[src/rtl/fifo_burst_drain_ctl_pkg.sv]
// Shared types for the FIFO burst-drain scheduler: FSM state encoding and the
// burst-length clamp helper.
package fifo_burst_drain_ctl_pkg;

  typedef enum logic [1:0] {
    StIdle  = 2'd0,
    StBurst = 2'd1,
    StDrain = 2'd2
  } state_e;

  // A length of 0 means a single word; anything above the FIFO depth is capped there.
  function automatic int unsigned clamp_burst_len(input int unsigned len,
                                                  input int unsigned max_len);
    if (len == 0) return 1;
    if (len > max_len) return max_len;
    return len;
  endfunction

endpackage

[src/rtl/fifo_burst_drain_ctl_if.sv]
// FIFO read port plus valid/ready output stream of the burst-drain scheduler.
// master = the scheduler, slave = FIFO and downstream transmitter.
interface fifo_burst_drain_ctl_if #(
  parameter int unsigned pAddr  = 10,
  parameter int unsigned pWidth = 8
);
  logic              FIFO_RE;
  logic [pWidth-1:0] FIFO_DO;
  logic              FIFO_ACK;
  logic              FIFO_EF;
  logic [pAddr:0]    FIFO_Cnt;
  logic              TVLD;
  logic [pWidth-1:0] TDAT;
  logic              TLAST;
  logic              TRDY;

  modport master (
    output FIFO_RE, TVLD, TDAT, TLAST,
    input  FIFO_DO, FIFO_ACK, FIFO_EF, FIFO_Cnt, TRDY
  );

  modport slave (
    input  FIFO_RE, TVLD, TDAT, TLAST,
    output FIFO_DO, FIFO_ACK, FIFO_EF, FIFO_Cnt, TRDY
  );
endinterface

[src/rtl/fifo_skid2.sv]
// Two-entry output buffer. The head is always a register, so nothing downstream
// sees a combinational path from pop to head.
module fifo_skid2 #(
  parameter int unsigned pWidth = 9
) (
  input  logic              Clk,
  input  logic              Rst,
  input  logic              push,
  input  logic [pWidth-1:0] push_data,
  input  logic              pop,
  output logic [1:0]        occ,
  output logic [pWidth-1:0] head
);
  logic [pWidth-1:0] e0_q, e0_d, e1_q, e1_d;
  logic [1:0]        occ_q, occ_d;
  logic              do_pop;

  assign do_pop = pop && (occ_q != 2'd0);

  always_comb begin
    e0_d  = e0_q;
    e1_d  = e1_q;
    occ_d = occ_q;
    unique case ({push, do_pop})
      2'b10: begin
        if (occ_q == 2'd0) begin
          e0_d  = push_data;
          occ_d = 2'd1;
        end else if (occ_q == 2'd1) begin
          e1_d  = push_data;
          occ_d = 2'd2;
        end
      end
      2'b01: begin
        e0_d  = e1_q;
        occ_d = occ_q - 2'd1;
      end
      2'b11: begin
        if (occ_q == 2'd1) begin
          e0_d = push_data;
        end else begin
          e0_d = e1_q;
          e1_d = push_data;
        end
      end
      default: ;
    endcase
  end

  always_ff @(posedge Clk) begin
    if (Rst) begin
      e0_q  <= '0;
      e1_q  <= '0;
      occ_q <= 2'd0;
    end else begin
      e0_q  <= e0_d;
      e1_q  <= e1_d;
      occ_q <= occ_d;
    end
  end

  assign occ  = occ_q;
  assign head = e0_q;
endmodule

[src/rtl/fifo_burst_drain_ctl.sv]
// Read-side scheduler: drains the block-RAM FIFO in TLAST-terminated bursts,
// either full-length or as a partial flush after an idle timeout.
module fifo_burst_drain_ctl
  import fifo_burst_drain_ctl_pkg::*;
#(
  parameter int unsigned pAddr  = 10,
  parameter int unsigned pWidth = 8,
  parameter int unsigned pTOW   = 16
) (
  input  logic                   Clk,
  input  logic                   Rst,
  input  logic                   En,
  input  logic [pAddr:0]         BurstLen,
  input  logic [pTOW-1:0]        Timeout,
  output logic                   Busy,
  fifo_burst_drain_ctl_if.master bus
);
  localparam int unsigned CntW = pAddr + 1;

  state_e          state_q, state_d;
  logic [CntW-1:0] rem_q, rem_d;
  logic [pTOW-1:0] idle_q, idle_d;
  logic            pend_q, last_q;
  logic [CntW-1:0] burst_eff;
  logic            start_full, start_flush, pop, re;
  logic [1:0]      occ, occ_left;
  logic [pWidth:0] head;

  assign burst_eff   = CntW'(clamp_burst_len(32'(BurstLen), 32'(1) << pAddr));
  assign start_full  = En && (bus.FIFO_Cnt >= burst_eff);
  assign start_flush = En && (Timeout != '0) && !bus.FIFO_EF && (idle_q == Timeout - pTOW'(1));
  assign pop         = bus.TVLD && bus.TRDY;
  // A word leaving this cycle frees its slot, sustaining one word per cycle when TRDY stays high.
  assign occ_left    = occ - {1'b0, pop};

  always_ff @(posedge Clk) begin
    if (Rst) state_q <= StIdle;
    else     state_q <= state_d;
  end

  always_comb begin
    state_d = state_q;
    unique case (state_q)
      StIdle:  if (start_full || start_flush) state_d = StBurst;
      StBurst: if (re && (rem_q == CntW'(1))) state_d = StDrain;
      StDrain: if (!pend_q && (occ == 2'd0)) state_d = StIdle;
      default: state_d = StIdle;
    endcase
  end

  always_comb begin
    re   = (state_q == StBurst) && (rem_q != '0) && !bus.FIFO_EF
           && ((occ_left + {1'b0, pend_q}) < 2'd2);
    Busy = (state_q != StIdle);
  end

  always_comb begin
    rem_d  = rem_q;
    idle_d = idle_q;
    if (state_q == StIdle) begin
      if (start_full)       rem_d = burst_eff;
      else if (start_flush) rem_d = bus.FIFO_Cnt;
      if (bus.FIFO_EF || (state_d != StIdle)) begin
        idle_d = '0;
      end else if ((bus.FIFO_Cnt < burst_eff) && (idle_q != '1)) begin
        idle_d = idle_q + pTOW'(1);
      end
    end else if (re) begin
      rem_d = rem_q - CntW'(1);
    end
  end

  always_ff @(posedge Clk) begin
    if (Rst) begin
      rem_q  <= '0;
      idle_q <= '0;
      pend_q <= 1'b0;
      last_q <= 1'b0;
    end else begin
      rem_q  <= rem_d;
      idle_q <= idle_d;
      pend_q <= re;
      // Travels with the outstanding read so its ACK lands tagged as last.
      last_q <= re && (rem_q == CntW'(1));
    end
  end

  fifo_skid2 #(
    .pWidth (pWidth + 1)
  ) u_skid (
    .Clk       (Clk),
    .Rst       (Rst),
    .push      (bus.FIFO_ACK),
    .push_data ({last_q, bus.FIFO_DO}),
    .pop       (pop),
    .occ       (occ),
    .head      (head)
  );

  assign bus.FIFO_RE = re;
  assign bus.TVLD    = (occ != 2'd0);
  assign bus.TDAT    = head[pWidth-1:0];
  assign bus.TLAST   = head[pWidth] && (occ != 2'd0);
endmodule
[src/flat_wrapper.sv]
// flat-port wrapper written by rule: the top's interface ports become plain ports
module fifo_burst_drain_ctl_flat import fifo_burst_drain_ctl_pkg::*;
#(
  parameter int unsigned pAddr  = 10,
  parameter int unsigned pWidth = 8,
  parameter int unsigned pTOW   = 16
)
  (Clk, Rst, En, BurstLen, Timeout, Busy, bus_FIFO_RE, bus_TVLD, bus_TDAT, bus_TLAST, bus_FIFO_DO, bus_FIFO_ACK, bus_FIFO_EF, bus_FIFO_Cnt, bus_TRDY);
  fifo_burst_drain_ctl_if #(.pAddr(pAddr), .pWidth(pWidth)) bus_i ();
  input  logic Clk;
  input  logic Rst;
  input  logic En;
  input  logic [pAddr:0] BurstLen;
  input  logic [pTOW-1:0] Timeout;
  output logic Busy;
  output wire logic [$bits(bus_i.FIFO_RE)-1:0] bus_FIFO_RE;
  output wire logic [$bits(bus_i.TVLD)-1:0] bus_TVLD;
  output wire logic [$bits(bus_i.TDAT)-1:0] bus_TDAT;
  output wire logic [$bits(bus_i.TLAST)-1:0] bus_TLAST;
  input wire logic [$bits(bus_i.FIFO_DO)-1:0] bus_FIFO_DO;
  input wire logic [$bits(bus_i.FIFO_ACK)-1:0] bus_FIFO_ACK;
  input wire logic [$bits(bus_i.FIFO_EF)-1:0] bus_FIFO_EF;
  input wire logic [$bits(bus_i.FIFO_Cnt)-1:0] bus_FIFO_Cnt;
  input wire logic [$bits(bus_i.TRDY)-1:0] bus_TRDY;
  assign bus_FIFO_RE = bus_i.FIFO_RE;
  assign bus_TVLD = bus_i.TVLD;
  assign bus_TDAT = bus_i.TDAT;
  assign bus_TLAST = bus_i.TLAST;
  assign bus_i.FIFO_DO = bus_FIFO_DO;
  assign bus_i.FIFO_ACK = bus_FIFO_ACK;
  assign bus_i.FIFO_EF = bus_FIFO_EF;
  assign bus_i.FIFO_Cnt = bus_FIFO_Cnt;
  assign bus_i.TRDY = bus_TRDY;
  fifo_burst_drain_ctl #(.pAddr(pAddr), .pWidth(pWidth), .pTOW(pTOW)) u_core (.Clk(Clk), .Rst(Rst), .En(En), .BurstLen(BurstLen), .Timeout(Timeout), .Busy(Busy), .bus(bus_i));
endmodule
[config.mk]
export PLATFORM = sky130hd
export DESIGN_NAME = fifo_burst_drain_ctl_flat
export DESIGN_NICKNAME = d
export VERILOG_FILES = /design/src/rtl/fifo_burst_drain_ctl_pkg.sv /design/src/rtl/fifo_burst_drain_ctl_if.sv /design/src/rtl/fifo_skid2.sv /design/src/rtl/fifo_burst_drain_ctl.sv /design/src/flat_wrapper.sv
export SDC_FILE = /design/constraint.sdc
export NUM_CORES = 1
export LEC_CHECK = 0
export CORE_ASPECT_RATIO = 1.5
export CORE_MARGIN = 1.5
export CORE_UTILIZATION = 55
export DETAILED_ROUTE_END_ITERATION = 7
export HOLD_SLACK_MARGIN = 0.05
export PLACE_DENSITY = 0.82
export REMOVE_ABC_BUFFERS = 1
export SYNTH_ARGS = -nofsm -noshare
export SYNTH_HDL_FRONTEND = slang
export SYNTH_HIERARCHICAL = 1
export SYNTH_SLANG_ARGS = --single-unit
[constraint.sdc]
create_clock -name Clk -period 5.7 [get_ports Clk]
set_clock_uncertainty 0.05 [all_clocks]
set_input_delay 1.425 -clock Clk [delete_from_list [all_inputs] [get_ports Clk]]
set_output_delay 1.425 -clock Clk [all_outputs]
set_load 0.05 [all_outputs]
==> flow_summary.json <==
{
  "setup_viol": 0,
  "async_flop_share": 0,
  "cts_tree": "done",
  "synth_warnings": 6,
  "synth.distinct_cells": 73,
  "slew_violations": 0,
  "fp.dieH_um": 105,
  "cp.required_ns": 4.22,
  "syn2layout_area_growth_pct": 19.6,
  "track_usage": 0.257,
  "p_total_mw": 1.06,
  "netlist_instances": 489,
  "cp_slowest_stage_delay_ns": 0.44,
  "post_cts_resized": 0,
  "netlist_area_mm2": 0.00383,
  "crit_arrival_ns": 3.37,
  "n_fill_cell": 540,
  "post_cts_buffers": 0,
  "synth_edf_count": 0,
  "first_pass_iters": 4,
  "hold_viol": 0,
  "dp_cells": 608,
  "fin_crit_sh": 0.850,
  "drive_gt1_frac": 0.0725,
  "clockBufferDepth": 2,
  "clk_pin_slew_ns": 0.10,
  "synth_seq_area_share": 0.266,
  "fp-row-count": 37,
  "cp_slowest_cell": "clkdlybuf4s50_1",
  "die_area_mm2": 0.00749,
  "core_area_mm2": 0.00681,
  "avgSynthCellArea_um2": 7.84,
  "fmax_mhz": 206,
  "grt_pass1_vias": 3611,
  "worst_pin_slew_ns": 0.788,
  "slew-limit-headroom": 0.470,
  "wl_um": 9580,
  "clk_latency_ns": 0.31,
  "post-route-drc-count": 0,
  "clock-root-buffer": "clkbuf_8",
  "worstSetupStartpoint": "bus_TRDY",
  "holdBufCountCts": 0,
  "reg2reg_from": "u_core/u_skid/occ[0]",
  "portBuffers": 63,
  "finalSetupTns_ns": 0,
  "peakVddDrop_v": 0.000174,
  "fin_util": 0.674,
  "placed_area_mm2": 0.00447,
  "synth_seq_cells": 51,
  "fin_area_mm2": 0.00459,
  "layout_setup_ws_ns": 0.852,
  "grt-ovfl-total": 0,
  "viasPerCell": 6.10,
  "p_per_area_mw_per_mm2": 231,
  "whs_ns": 0.431,
  "n_antenna_cell": 0,
  "die_w_um": 71.2,
  "htreeDepth": 2,
  "worst-path-max-fanout": 8,
  "wl_per_cell_um": 15.5,
  "start_util": 0.563,
  "outcome": "finished clean",
  "io_pins": 64,
  "via_count": 3758,
  "antenna_left": 0,
  "dp_hpwl_um": 7160,
  "grt_max_degree": 39,
  "finalCriticalPeriod_ns": 4.85,
  "critPathKind": "in -> out",
  "ys.flop_type": "dfxtp_1",
  "cts.sinks": 51,
  "worstHoldStart": "u_core/u_skid/e1_q[5]",
  "drtIter0Drc": 191,
  "p_leak_nw": 1.71,
  "end_kind": "output pin",
  "grt_pass1_wl_um": 16100,
  "rsz0062_at_grt": "no",
  "min_path_type": "reg -> reg",
  "layout.nets": 607,
  "crit_chain": "clkdlybuf4s50_1, and2_1, ha_1, nor2b_1, xnor2_1, nand4_1, inv_1, buf_4",
  "dp_slack_ns": 0.587,
  "numCtsBuffers": 5,
  "antenna_found_initial": 0,
  "layout.cells.non_filler": 616,
  "cp-start-kind": "primary input",
  "cap_violations": 0,
  "place_congestion": 0.894
}
==> placed cells by master (no fill, tap or decap), drive strengths merged, types with 10 or more instances in the layout <==
master	n
clkdlybuf4s50	62
nor2	59
dfxtp	51
nand2	37
a21oi	30
inv	23
o21ai	21
nand3	18
ha	18
mux2i	15
xnor2	13
xor2	12
nand4	12
nor4	11
nor3	10
==> cell usage after synthesis (all sizes together) (4+ instances only) <==
cell type | n | share of area
a21o | 8 | 0.016
a21oi | 30 | 0.041
a311oi | 8 | 0.025
a31oi | 8 | 0.013
and2 | 7 | 0.011
and3 | 4 | 0.0065
and3b | 6 | 0.014
buf | 7 | 0.014
clkbuf | 21 | 0.021
dfxtp | 51 | 0.27
ha | 18 | 0.059
inv | 22 | 0.022
mux2i | 15 | 0.039
nand2 | 37 | 0.036
nand2b | 7 | 0.013
nand3 | 18 | 0.023
nand3b | 7 | 0.014
nand4 | 12 | 0.020
nor2 | 59 | 0.058
nor2b | 6 | 0.0098
nor3 | 10 | 0.014
nor4 | 11 | 0.020
nor4b | 4 | 0.013
o21ai | 21 | 0.027
o22ai | 4 | 0.0065
o31ai | 5 | 0.0098
or3 | 4 | 0.0065
or4 | 5 | 0.0098
xnor2 | 13 | 0.030
xor2 | 12 | 0.027
==> logic make-up (layout without fill, tap and decap cells) <==
kind of cell,count (synthesis),in the layout,share of synthesized area
buffers and inverters,50,99,0.0561
adders and majority gates,18,18,0.0587
xor gates and xnor gates,26,26,0.0630
AOI/OAI and AO/OA,117,117,0.212
and+or+nand+nor,210,210,0.299
DFF,51,51,0.266
muxes,17,17,0.0450
==> worst paths after layout <==
kind	endpoint	slack, ns	depth (start not counted)
worst max-delay path	bus_FIFO_RE	0.85	8
worst min-delay path	u_core/u_skid/head[5]	0.43	2
worst max register to register	u_core/rem_q[2]	2.62	11
worst min register to register	u_core/u_skid/head[5]	0.43	2
==> sequential cells by signal (all words and copies together), names as in the netlist <==
signal	flops
u_core/state_q	2
u_core/rem_q	11
u_core/u_skid/e1_q	9
u_core/idle_q	16
u_core/last_q	1
u_core/u_skid/head	9
u_core/pend_q	1
u_core/u_skid/occ	2
==> layout make-up <==
type	instances	area, um2	share of cell area
Inverter	22	82.6	0.0180
Sequential cell	51	1020	0.223
Timing Repair Buffer	69	673	0.147
Multi-Input combinational cell	388	2600	0.566
Clock buffer	5	68.8	0.0150
Clock inverter	3	46.3	0.0101
Tap cell	78	97.6	0.0213
==> per-layer routing <==
layer  GRT usage  vias to the layer above  wire length, um
met4       0.104                        0              239
met5           0                        -                0
li1            -                     1884                -
met1       0.301                     1770             3980
met2       0.466                       86             5050
met3      0.0277                       18              298
==> worst max-delay path, delay by kind of cell <==
| kind | cells | cell delay [ns] |
|---|---|---|
| buffers and inverters | 3 | 0.84 |
| and+or+nand+nor | 3 | 0.67 |
| adders and majority gates | 1 | 0.29 |
| xor gates and xnor gates | 1 | 0.14 |
==> power by group <==
part | internal, mW | switching, mW | leakage, nW
logic | 0.160 | 0.234 | 1.24
clock network | 0.132 | 0.127 | 0.0548
registers | 0.383 | 0.0206 | 0.415
(Power assumes the default switching activity.)
